<file path="src/rtl/epiano_pkg.sv">
// Shared types and constants for the ePiano key-to-tone control path.
package epiano_pkg;

  typedef enum logic [1:0] {
    IDLE = 2'd0,
    PLAY = 2'd1,
    TAIL = 2'd2
  } state_t;

  // Debouncer outputs are active-low: a pressed key reads as 0.
  localparam logic KEY_ACTIVE = 1'b0;

  localparam int TIMER_W = 20;

endpackage

</file>
<file path="src/rtl/prio_enc.sv">
// Lowest-set-bit encoder: idx is the lowest index with vec[idx]=1, any flags a non-empty vector.
module prio_enc #(
  parameter int N     = 8,
  parameter int IDX_W = 3
) (
  input  logic [N-1:0]     vec,
  output logic [IDX_W-1:0] idx,
  output logic             any
);

  // Scan downward so the lowest set bit is the last one to write idx.
  always_comb begin
    idx = '0;
    for (int i = N - 1; i >= 0; i--) begin
      if (vec[i]) idx = IDX_W'(i);
    end
  end

  assign any = |vec;

endmodule

</file>
<file path="src/rtl/key_note_arbiter.sv">
// Picks which debounced key drives the single tone generator: newest press wins,
// release falls back to a held key, last release holds a fixed tail.
//
// state | meaning
// IDLE  | no key held, tail expired, tone generator off
// PLAY  | at least one key held, note_idx names the sounding key
// TAIL  | all keys released, note held on while the tail timer runs
module key_note_arbiter
  import epiano_pkg::*;
#(
  parameter int N_KEYS     = 8,
  parameter int IDX_W      = 3,
  parameter int TAIL_TICKS = 50000
) (
  input  logic              clk1M,
  input  logic              rst_n,
  input  logic [N_KEYS-1:0] key_n,
  output logic [IDX_W-1:0]  note_idx,
  output logic              note_on,
  output logic              note_start
);

  localparam logic [TIMER_W-1:0] TAIL_LAST = TIMER_W'(TAIL_TICKS - 1);

  state_t              state_q, state_d;
  logic [TIMER_W-1:0]  timer_q, timer_d;
  logic [N_KEYS-1:0]   pressed, pressed_q, press_evt;
  logic [IDX_W-1:0]    evt_idx, held_idx, idx_d;
  logic                evt_any, held_any, cur_held;
  logic                on_d, start_d;

  assign pressed   = key_n ^ {N_KEYS{~KEY_ACTIVE}};
  assign press_evt = pressed & ~pressed_q;
  assign cur_held  = pressed[note_idx];

  prio_enc #(.N(N_KEYS), .IDX_W(IDX_W)) u_evt_enc (
    .vec (press_evt),
    .idx (evt_idx),
    .any (evt_any)
  );

  prio_enc #(.N(N_KEYS), .IDX_W(IDX_W)) u_held_enc (
    .vec (pressed),
    .idx (held_idx),
    .any (held_any)
  );

  always_comb begin
    state_d = state_q;
    timer_d = timer_q;
    idx_d   = note_idx;
    on_d    = note_on;
    start_d = 1'b0;
    case (state_q)
      IDLE: begin
        on_d = 1'b0;
        if (evt_any) begin
          idx_d   = evt_idx;
          on_d    = 1'b1;
          start_d = 1'b1;
          state_d = PLAY;
        end
      end
      PLAY: begin
        // A fresh press outranks a release landing on the same edge.
        if (evt_any) begin
          idx_d   = evt_idx;
          start_d = 1'b1;
        end else if (!cur_held && held_any) begin
          idx_d   = held_idx;
          start_d = 1'b1;
        end else if (!held_any) begin
          timer_d = '0;
          state_d = TAIL;
        end
      end
      TAIL: begin
        if (evt_any) begin
          idx_d   = evt_idx;
          start_d = 1'b1;
          state_d = PLAY;
        end else if (timer_q == TAIL_LAST) begin
          on_d    = 1'b0;
          state_d = IDLE;
        end else begin
          timer_d = timer_q + 1'b1;
        end
      end
      default: begin
        on_d    = 1'b0;
        state_d = IDLE;
      end
    endcase
  end

  always_ff @(posedge clk1M or negedge rst_n) begin
    if (!rst_n) begin
      state_q    <= IDLE;
      timer_q    <= '0;
      pressed_q  <= '0;
      note_idx   <= '0;
      note_on    <= 1'b0;
      note_start <= 1'b0;
    end else begin
      state_q    <= state_d;
      timer_q    <= timer_d;
      pressed_q  <= pressed;
      note_idx   <= idx_d;
      note_on    <= on_d;
      note_start <= start_d;
    end
  end

endmodule

</file>
<file path="config.mk">
export PLATFORM = sky130hd
export DESIGN_NAME = key_note_arbiter
export DESIGN_NICKNAME = d
export VERILOG_FILES = /design/src/rtl/epiano_pkg.sv /design/src/rtl/prio_enc.sv /design/src/rtl/key_note_arbiter.sv
export SDC_FILE = /design/constraint.sdc
export NUM_CORES = 1
export LEC_CHECK = 0
export BUFFER_PORTS_ARGS = -buffer_cell sky130_fd_sc_hd__buf_2
export CORE_AREA = 3 3 74 76
export CTS_BUF_LIST = sky130_fd_sc_hd__clkbuf_2
export DETAILED_ROUTE_END_ITERATION = 10
export DIE_AREA = 0 0 77 79
export PLACE_DENSITY = 0.54
export SLEW_MARGIN = 10
export SYNTH_ARGS = -nofsm -noshare
export SYNTH_HDL_FRONTEND = slang
export SYNTH_SLANG_ARGS = --single-unit
</file>
<file path="constraint.sdc">
create_clock -name clk1M -period 2.6 [get_ports clk1M]
set_input_delay 0.65 -clock clk1M [delete_from_list [all_inputs] [get_ports clk1M]]
set_output_delay 0.65 -clock clk1M [all_outputs]
set_load 0.03 [all_outputs]
</file>
==> key figures <==
Clocking
  – Root buffer cell: clkbuf_2
  – CTS clk-pin slew, worst paths: 180 ps
  – Post-cts resize count: 0
  – CTS hold repair buffers: 0
  – Inserted Clock Buffers: 5
  – CTS tree: yes
  – Worst skew pair latency: approximately 390 ps
  – Clk sinks: 35
  – Setup repair bufs after CTS: 0
  – H-Tree Depth: 2
  – Longest Clk Path Bufs: 2

Synthesis
  – Number of synthesized flops with an enable pin: 0
  – Predominant post-synthesis flop cell: dfrtp_1
  – Ys async rst share: 1.000
  – Post-synth net total: approximately 220
  – Seq cells post-synth: 35
  – Cell Area, Synth: between 0.0015 and 0.002 mm2
  – Top-area cell type share of the netlist area: 0.4593
  – Area contributors post-synth: dfrtp_1 (46%), or4_1 (6.7%), o31ai_1 (6.3%)
  – Sequential-to-total area share from yosys stat: 0.4593
  – Syn Inst Count: 204
  – Cell taking the most area after synthesis: dfrtp_1
  – Synthesized area per cell: about 9.3 um2
  – Netlist cell types: 35
  – Syn. warnings: 0

Global routing
  – Initial antenna violation count: 0
  – Largest net degree at the start of global routing: 36
  – Tot GR Track Use: 0.1546
  – Vias in the first global route: 1659
  – Total gr overflow: 0
  – First-pass GRT wire length: 7.590 mm

Pwr
  – Design internal power: roughly 660 uW
  – Reg power frac: 0.616
  – Lkg Pwr: about 0.84 nW
  – Max VDD drop: about 0.0002 V
  – Switching Share: 0.2917
  – Combinational share of power: 0.131
  – Net load switching power: ~270 uW
  – Share of power burned in the clock network: 0.253
  – Pwr dens: between 400 and 500 mW/mm2

Setup path
  – CP Capture Type: flip-flop
  – R2r setup slk: about 440 ps
  – Crit start category: flip-flop
  – R2R Path Start: timer_q[0]
  – Critical Path AT: roughly 2500 ps
  – Critical Path RT: between 2000 and 3000 ps
  – CP Max Fanout: 35
  – R2r worst-path depth: 7
  – FF-to-FF End: timer_q[15]
  – Critical setup path kind: flip-flop to flip-flop

Timing
  – Setup TNS: 0 ps
  – Min cycle time layout: 2161 ps
  – Relative slew slack: 0.4660
  – Worst setup margin: 439.1 ps
  – Setup violators final: 0
  – Clock Skews: approximately 19 ps
  – Max Freq: 462.8 MHz
  – Final Max Slew Viols: 0
  – Final hold slack: 320.3 ps
  – RSZ-0062 raised after global routing: no
  – Fin crit share: 0.8311
  – Final Hold Viols: 0
  – Slew of the pin with the lowest slew margin: about 800 ps

Routing
  – WL per Instance: 14.77 um
  – ANT nets after route: 0
  – 1st-pass router iterations: 4
  – Via Count: approximately 1700
  – Vias per cell: about 5.8
  – DRC viols: 0
  – Initial DRC Count: 90
  – Final WL: approximately 4.3 mm

Job
  – # Max-Cap Violations: 0

Layout
  – Synth-to-Final Area Change: 11.02%
  – Layout cell share with drive strength beyond 1: 0.1652
  – Layout Nets: between 200 and 250
  – # diodes: 0
  – Cell area after layout: between 0.002 and 0.0025 mm2
  – Final cell count without fillers: 291

Placed design
  – Placer Congestion: 0.8363
  – Hpwl dp: between 2 and 3 mm
  – Placed Instance Area: 0.002083 mm2
  – Dpl cells: around 280
  – Pre-CTS setup slack: 192.4 ps
  – IO Port Bufs: 14

Floorplanning
  – Die area: between 0.006 and 0.007 mm2
  – Die X-Extent: a little under 80 um
  – # rows: 25
  – Core area: around 0.0048 mm2
  – # IOs: 15
  – Starting Density: 0.3984
  – Die Y: 79 um

Run status
  – Status: finished, final reports clean

Hold path
  – Hold Crit Class: primary input to async pin
## logic make-up after synthesis
kind of cell / after synthesis / share of synthesized area
compound gates: 64 / 0.2185
fa+ha+maj: 1 / 0.006561
buf+inv: 25 / 0.05052
flops: 35 / 0.4593
mux: 4 / 0.02953
simple gates: 75 / 0.2356
## metal layers
metal,part of all wire,vias up,wire length [um],track usage
met2,0.49,26,2097,0.2526
li1,-,828,-,-
met4,0.016,0,68,0.06050
met3,0.036,6,156,0.04875
met1,0.46,833,1977,0.1911
met5,0,-,0,0
## state kept, by name, summed over array words and instances, names as in the netlist
| name | cells |
|---|---|
| timer_q | 20 |
| note_start | 1 |
| state_q | 2 |
| note_on | 1 |
| pressed_q | 8 |
| note_idx | 3 |
## cells in the final DEF, fill, tap and decap left out, types with 3 or more instances in the layout
| cell type | n |
|---|---|
| o31ai_1 | 16 |
| buf_4 | 6 |
| or4_1 | 17 |
| nand3_1 | 10 |
| a21oi_1 | 23 |
| inv_1 | 18 |
| and2_1 | 3 |
| o21ai_0 | 8 |
| o22ai_1 | 4 |
| nand4_1 | 9 |
| nor2_1 | 9 |
| nand2_1 | 12 |
| buf_2 | 14 |
| dfrtp_1 | 35 |
| or3_1 | 4 |
| o2111ai_1 | 3 |
| clkbuf_2 | 5 |
| mux2_2 | 3 |
## metrics by stage
stage	util	total power, mW
after floorplan	-	0.6568
after global placement	0.4353	0.7089
after detailed placement	0.4353	0.7110
after CTS	0.4424	0.9508
after global routing	0.4424	0.9957
final	0.4424	0.9359
## power groups by stage
| stage | clock network (mW) | logic, mW | registers, mW |
|---|---|---|---|
| finish | 0.237 | 0.123 | 0.576 |
| floorplan | 0 | 0.0535 | 0.603 |
| CTS | 0.250 | 0.125 | 0.576 |
| global placement | 0 | 0.123 | 0.586 |
| detailed placement | 0 | 0.124 | 0.587 |
| global route | 0.280 | 0.137 | 0.580 |
## cells in the mapped netlist, types with 3 or more instances
library cell	instances
or3_1	4
a21oi_1	23
nand4_1	9
o2111ai_1	3
inv_1	18
nand3_1	10
nor2_1	9
mux2_2	3
or4_1	17
o21ai_0	8
nand2_1	12
clkbuf_1	5
and2_1	3
o22ai_1	4
dfrtp_1	35
o31ai_1	16
## how the worst max path moves through the flow
| stage | slack, ps | from | to | depth (start not counted) |
|---|---|---|---|---|
| detailed placement | 190 | key_n[4] | timer_q[11] | 7 |
| global placement | 230 | key_n[4] | timer_q[19] | 7 |
| global route | 290 | timer_q[0] | timer_q[17] | 7 |
| floorplan | 410 | key_n[7] | timer_q[13] | 6 |
| finish | 440 | timer_q[0] | timer_q[15] | 7 |
| CTS | 440 | timer_q[0] | timer_q[15] | 7 |
## final cells by class
class	count	area, um2
clock buffers	5	25.02
well taps	67	83.83
repair buffers	20	115.1
multi-input cells	144	940.9
fillers	468	2669
clock inverters	2	8.758
inverters	18	67.56
flip-flops and latches	35	875.8
## critical path, cell delays in order, from the launching register on
cell,delay (ps)
dfrtp_1,450
ha_1,250
and4_1,220
nand4_1,120
o2111ai_2,110
buf_4,250
or4_1,530
a21oi_1,160
Note: power is estimated with default switching activity, not from simulation.
